==> src/rtl/l2_types.sv <==
// rtl/l2_types.sv - shared L2 / eviction write buffer types and constants
package l2_types;

    localparam int EWB_DEPTH_LG = 2;
    localparam int EWB_OFS_W    = 5;
    localparam int EWB_WIDTH    = 256;
    localparam int EWB_ADDR_W   = 32;
    localparam int EWB_TAG_W    = EWB_ADDR_W - EWB_OFS_W;

    // One buffer slot as seen by the L2 controller.
    typedef struct packed {
        logic                 valid;
        logic [EWB_TAG_W-1:0] tag;
        logic [EWB_WIDTH-1:0] data;
    } ewb_entry_t;

endpackage

==> src/rtl/ewb_cam_match.sv <==
// rtl/ewb_cam_match.sv - one-hot tag CAM compare over all buffer entries
module ewb_cam_match #(
    parameter int DEPTH = 4,
    parameter int TAG_W = 27
) (
    input  logic [DEPTH-1:0]       valid_i,
    input  logic [DEPTH*TAG_W-1:0] tags_i,
    input  logic [TAG_W-1:0]       key_i,
    output logic [DEPTH-1:0]       match_o
);

    // Compare the key against every valid tag in parallel.
    always_comb begin
        match_o = '0;
        for (int i = 0; i < DEPTH; i++) begin
            match_o[i] = valid_i[i] && (tags_i[i*TAG_W +: TAG_W] == key_i);
        end
    end

endmodule

==> src/rtl/ewb_coalesce.sv <==
// rtl/ewb_coalesce.sv - coalescing eviction write buffer between L2 and memory
module ewb_coalesce
    import l2_types::*;
#(
    parameter int WIDTH    = EWB_WIDTH,
    parameter int DEPTH_LG = EWB_DEPTH_LG,
    parameter int ADDR_W   = EWB_ADDR_W,
    parameter int OFS_W    = EWB_OFS_W
) (
    input  logic                clk,
    input  logic                rst,
    input  logic                enq_valid_i,
    input  logic [ADDR_W-1:0]   enq_addr_i,
    input  logic [WIDTH-1:0]    enq_data_i,
    output logic                enq_ready_o,
    output logic                full_o,
    input  logic                lkp_valid_i,
    input  logic [ADDR_W-1:0]   lkp_addr_i,
    output logic                lkp_hit_o,
    output logic [WIDTH-1:0]    lkp_data_o,
    output logic                empty_o,
    output logic [ADDR_W-1:0]   drn_addr_o,
    output logic [WIDTH-1:0]    drn_data_o,
    input  logic                drn_yumi_i,
    output logic [DEPTH_LG:0]   count_o
);

    localparam int DEPTH = 1 << DEPTH_LG;
    localparam int TAG_W = ADDR_W - OFS_W;
    localparam int CNT_W = DEPTH_LG + 1;
    localparam logic [DEPTH_LG-1:0] PTR_LAST  = DEPTH_LG'(DEPTH - 1);
    localparam logic [CNT_W-1:0]    CNT_DEPTH = CNT_W'(DEPTH);

    // Wrap by explicit compare so a non-power-of-two depth would still work.
    function automatic logic [DEPTH_LG-1:0] ptr_inc(input logic [DEPTH_LG-1:0] p);
        return (p == PTR_LAST) ? '0 : p + 1'b1;
    endfunction

    logic [DEPTH_LG-1:0]         head_q;
    logic [DEPTH_LG-1:0]         tail_q;
    logic [CNT_W-1:0]            count_q;
    logic [DEPTH-1:0]            valid_q;
    logic [DEPTH-1:0]            valid_d;
    logic [DEPTH-1:0][TAG_W-1:0] tag_q;
    logic [WIDTH-1:0]            data_q [DEPTH];

    logic [TAG_W-1:0]    enq_line;
    logic [TAG_W-1:0]    lkp_line;
    logic [DEPTH-1:0]    enq_match;
    logic [DEPTH-1:0]    lkp_match;
    logic [DEPTH_LG-1:0] coal_idx;
    logic                coalesce;
    logic                allocate;
    logic                alloc_fire;
    logic                drn_fire;
    logic                bypass;
    logic [WIDTH-1:0]    lkp_entry_data;
    logic                unused_ofs;

    assign enq_line   = enq_addr_i[ADDR_W-1:OFS_W];
    assign lkp_line   = lkp_addr_i[ADDR_W-1:OFS_W];
    assign unused_ofs = ^{enq_addr_i[OFS_W-1:0], lkp_addr_i[OFS_W-1:0]};

    ewb_cam_match #(.DEPTH(DEPTH), .TAG_W(TAG_W)) u_enq_cam (
        .valid_i (valid_q),
        .tags_i  (tag_q),
        .key_i   (enq_line),
        .match_o (enq_match)
    );

    ewb_cam_match #(.DEPTH(DEPTH), .TAG_W(TAG_W)) u_lkp_cam (
        .valid_i (valid_q),
        .tags_i  (tag_q),
        .key_i   (lkp_line),
        .match_o (lkp_match)
    );

    assign empty_o = (count_q == '0);
    assign full_o  = (count_q == CNT_DEPTH);
    assign count_o = count_q;

    // Encode the (at most one-hot) enqueue match into an entry index.
    always_comb begin
        coal_idx = '0;
        for (int i = 0; i < DEPTH; i++) begin
            if (enq_match[i]) coal_idx = DEPTH_LG'(i);
        end
    end

    // A matching head that is draining this cycle cannot absorb new data;
    // the re-eviction then goes to the tail as a fresh entry.
    always_comb begin
        coalesce    = enq_valid_i && (|enq_match) && !(enq_match[head_q] && drn_yumi_i);
        allocate    = enq_valid_i && !coalesce;
        enq_ready_o = coalesce || (allocate && (!full_o || drn_yumi_i));
        alloc_fire  = allocate && enq_ready_o;
        drn_fire    = drn_yumi_i && !empty_o;
    end

    // Next valid bits: a full-buffer allocate lands on the draining head slot,
    // so the set must take priority over the clear.
    always_comb begin
        valid_d = valid_q;
        if (drn_fire)   valid_d[head_q] = 1'b0;
        if (alloc_fire) valid_d[tail_q] = 1'b1;
    end

    // Pointers, occupancy and valid bits.
    always_ff @(posedge clk or posedge rst) begin
        if (rst) begin
            head_q  <= '0;
            tail_q  <= '0;
            count_q <= '0;
            valid_q <= '0;
        end else begin
            if (alloc_fire) tail_q <= ptr_inc(tail_q);
            if (drn_fire)   head_q <= ptr_inc(head_q);
            if (alloc_fire && !drn_fire)      count_q <= count_q + 1'b1;
            else if (drn_fire && !alloc_fire) count_q <= count_q - 1'b1;
            valid_q <= valid_d;
        end
    end

    // Tag and data storage; not reset, qualified by the valid bits.
    always_ff @(posedge clk) begin
        if (alloc_fire) begin
            tag_q[tail_q]  <= enq_line;
            data_q[tail_q] <= enq_data_i;
        end else if (coalesce) begin
            data_q[coal_idx] <= enq_data_i;
        end
    end

    // Drain port presents the head entry directly.
    always_comb begin
        drn_addr_o = {tag_q[head_q], {OFS_W{1'b0}}};
        drn_data_o = data_q[head_q];
    end

    // AND-OR select of the resident entry hit by the lookup.
    always_comb begin
        lkp_entry_data = '0;
        for (int i = 0; i < DEPTH; i++) begin
            lkp_entry_data = lkp_entry_data | (data_q[i] & {WIDTH{lkp_match[i]}});
        end
    end

    // Lookup result: an accepted same-cycle enqueue of the line wins over storage.
    always_comb begin
        bypass     = enq_valid_i && enq_ready_o && (enq_line == lkp_line);
        lkp_hit_o  = lkp_valid_i && (bypass || (|lkp_match));
        lkp_data_o = '0;
        if (lkp_valid_i) begin
            if (bypass)          lkp_data_o = enq_data_i;
            else if (|lkp_match) lkp_data_o = lkp_entry_data;
        end
    end

    // Memory must not consume from an empty buffer.
    always @(posedge clk) begin
        if (!rst && drn_yumi_i) begin
            assert (!empty_o);
        end
    end

endmodule

==> config.mk <==
export PLATFORM = sky130hd
export DESIGN_NAME = ewb_coalesce
export DESIGN_NICKNAME = d
export VERILOG_FILES = /design/src/rtl/l2_types.sv /design/src/rtl/ewb_cam_match.sv /design/src/rtl/ewb_coalesce.sv
export SDC_FILE = /design/constraint.sdc
export NUM_CORES = 2
export LEC_CHECK = 0
export ABC_CLOCK_PERIOD_IN_PS = 27400
export CORE_AREA = 2 2 338 340
export CTS_CLUSTER_SIZE = 30
export DETAILED_ROUTE_END_ITERATION = 8
export DIE_AREA = 0 0 340 342
export PLACE_DENSITY = 0.85
export RECOVER_POWER = 50
export SYNTH_ARGS = -nofsm -noshare
export SYNTH_HDL_FRONTEND = slang
export SYNTH_SLANG_ARGS = --single-unit
==> constraint.sdc <==
create_clock -name clk -period 27.4 [get_ports clk]
set_input_delay 8.22 -clock clk [delete_from_list [all_inputs] [get_ports clk]]
set_output_delay 8.22 -clock clk [all_outputs]
set_load 0.02 [all_outputs]
==> metrics.md <==
| Metric | Value |
|---|---|
| First-pass GRT wire length | `253000 µm` |
| Peak Freq | `0.0432 GHz` |
| Post-synth EDFFs | `1132` |
| Gp weighted congestion | `0.987` |
| Yosys top cell area share | `0.615` |
| Yosys reg bits | `1143` |
| Largest net degree at the start of global routing | `146` |
| Hold Crit Class | `reg -> reg` |
| Boundary Pins | `876` |
| Resized cells post-CTS | `0` |
| Final #Nets | `4522` |
| Die W | `340 µm` |
| Pwr dens | `91.5 nW/µm²` |
| Setup total negative slack | `0 ps` |
| Final non-filler cell total | `5847` |
| Max-cap violations | `10` |
| Area Growth Syn to Fin | `23.5%` |
| Final period utilization | `0.845` |
| Worst VDD drop | `0.109 mV` |
| Crit Path Max Fanout | `95` |
| Crit path capture type | `output port` |
| Initial Util | `0.489` |
| Fraction of layout cells with a size suffix above 1 | `0.115` |
| Via Count | `37478` |
| Failing checks | `capacitance limit, slew limit` |
| Status | `finished, violations left` |
| Leak | `0.0200 µW` |
| Wire length per cell | `30.1 µm` |
| Root Driver | `clkbuf_16` |
| H-tree levels | `3` |
| Core ar. | `113000 µm²` |
| Sequential fraction of the synthesis area | `0.620` |
| Die Y | `342 µm` |
| Unique masters post-synth | `54` |
| Crit Path Category | `in -> out` |
| Skew-Pair Late Insertion Delay | `720 ps` |
| Placed cell count | `5584` |
| Slew Limit Fails | `362` |
| Synth Instances | `3485` |
| Post-route ant nets | `0` |
| Antenna violations before repair | `66` |
| Hold Violations, Final | `0` |
| Setup-failing EPs final | `0` |
| Global Route Usage Sum | `0.292` |
| CTS tree | `yes` |
| Post-CTS setup buffer count | `0` |
| # clock sinks | `1143` |
| Ys flop type | `edfxtp_1` |
| Hpwl dp | `111000 µm` |
| Synthesis Warnings | `0` |
| Most frequent cells in the layout | `edfxtp_1, clkdlybuf4s50_1, a22oi_1` |
| Remaining global-route overflow | `0` |
| Hold slack final | `518 ps` |
| Cell Area, Synth | `55300 µm²` |
| Residual DRC count | `0` |
| Syn Area/Cell | `15.9 µm²` |
| DRT Pass-1 Iters | `6` |
| Most common cell after layout, fill and taps aside | `edfxtp_1` |
| Worst-path clk slew | `60 ps` |
| Area leader, netlist | `edfxtp_1` |
| Rows | `124` |
| Largest cells by area after synthesis | `edfxtp_1, mux4_2, a22oi_1` |
| Clock Skew | `45.7 ps` |
| Arrival time at the worst endpoint | `14930 ps` |
| Pin slew with the least headroom to its limit | `4660 ps` |
| Ys async rst share | `0.00962` |
| Worst EP required | `19180 ps` |
| Die ar. | `116000 µm²` |
| Fin crit period | `23150 ps` |
| Relative slew slack | `-2.10` |
| Clock Tree Buf Depth | `3` |
| Power, Total | `6250 µW` |
| First DRT Iteration DRCs | `4259` |
| RSZ-0062 raised after global routing | `false` |
| Number of buffers created by CTS | `113` |
| Cts hold-fix bufs | `0` |
| Vias in the first global route | `37376` |
| Startpoint types | `input port` |
| Final wirelength | `176000 µm` |
| IO Port Bufs | `860` |
| Vias per inst | `6.41` |
## layout make-up
cell class,instances,area [µm²]
Fill cell,7994,44800
Inverter,7,26.3
Antenna cell,56,140
Tap cell,1512,1890
Clock buffer,138,2940
Multi-Input combinational cell,2015,19300
Timing Repair Buffer,907,9090
Sequential cell,1143,34300
Clock inverter,69,634
## cells in the mapped netlist, types with 2 or more instances
library cell and n:
a21o_1 256, a21oi_1 2, a22o_1 4, a22oi_1 514, and2_1 6, and3_1 2, and4_1 3, buf_1 53
buf_12 22, buf_2 71, buf_4 8, buf_6 5, clkbuf_1 164, dfrtp_1 11, edfxtp_1 1132, ha_1 9
inv_1 7, mux2_1 3, mux2i_1 259, mux4_2 283, nand2_1 268, nand3_1 9, nand4_1 76, nand4b_1 5
nor2_1 6, nor3_1 6, nor4_1 16, nor4_4 4, nor4b_1 3, o21a_1 2, o21ai_0 2, or4_1 8
xnor2_1 223, xor2_1 23
## routing by layer
| layer | track usage | part of all wire |
|---|---|---|
| met1 | 0.363 | 0.35 |
| met2 | 0.471 | 0.49 |
| met3 | 0.0727 | 0.10 |
| met4 | 0.164 | 0.060 |
| met5 | 0 | 0.0010 |
## worst paths after layout
kind	startpoint	endpoint	slack, ps	cells after the start
worst max-delay path	enq_addr_i[23]	lkp_data_o[61]	4250	10
worst min-delay path	count_o[2]$_DFFE_PP0P_	count_o[2]$_DFFE_PP0P_	520	1
worst max register to register	head_q[0]$_DFFE_PP0P_	data_q[2][172]$_DFFE_PP_	17690	9
worst min register to register	count_o[2]$_DFFE_PP0P_	count_o[2]$_DFFE_PP0P_	520	1
max in group asynchronous	rst	head_q[1]$_DFFE_PP0P_	19100	2
min in group asynchronous	rst	valid_q[0]$_DFF_PP0_	7960	2
## kinds of logic after synthesis
family / synth area share
flip-flops: 0.620
AO/OA/AOI/OAI: 0.108
multiplexers: 0.163
AND/OR/NAND/NOR: 0.0366
buffers and inverters: 0.0320
XOR/XNOR: 0.0390
adder cells (fa/ha/maj): 0.00240
other: 0.0000678
## metrics by stage
step	util	cell area (µm²)	setup slack, ps
2_1_floorplan	-	55300	3690
3_3_place_gp	0.572	64700	5120
3_5_place_dp	0.572	64700	5200
4_1_cts	0.603	68200	5210
5_1_grt	0.604	68300	4220
6_report	0.604	68300	4250
## sequential cells by signal (all words and copies together), names as in the netlist
name / cells
data_q: 1024
tail_q: 2
tag_q: 108
count_o: 3
head_q: 2
valid_q: 4
## critical path, cell delays in order
cell and delay, ps:
dlygate4sd3_1 950, xnor2_1 270, nand4_1 210, or4_1 570, o311ai_0 1340, o2111a_4 830, buf_4 600, buf_12 510
mux2i_1 270, clkdlybuf4s50_1 830
## where the power goes
| group | switching [µW] | internal (µW) | total (µW) | leakage [µW] |
|---|---|---|---|---|
| combinational | 1250 | 970 | 2220 | 0.00779 |
| sequential | 202 | 2320 | 2520 | 0.0105 |
| clock | 672 | 832 | 1500 | 0.00174 |
| total | 2130 | 4120 | 6250 | 0.0200 |
Note: power is estimated with default switching activity, not from simulation.
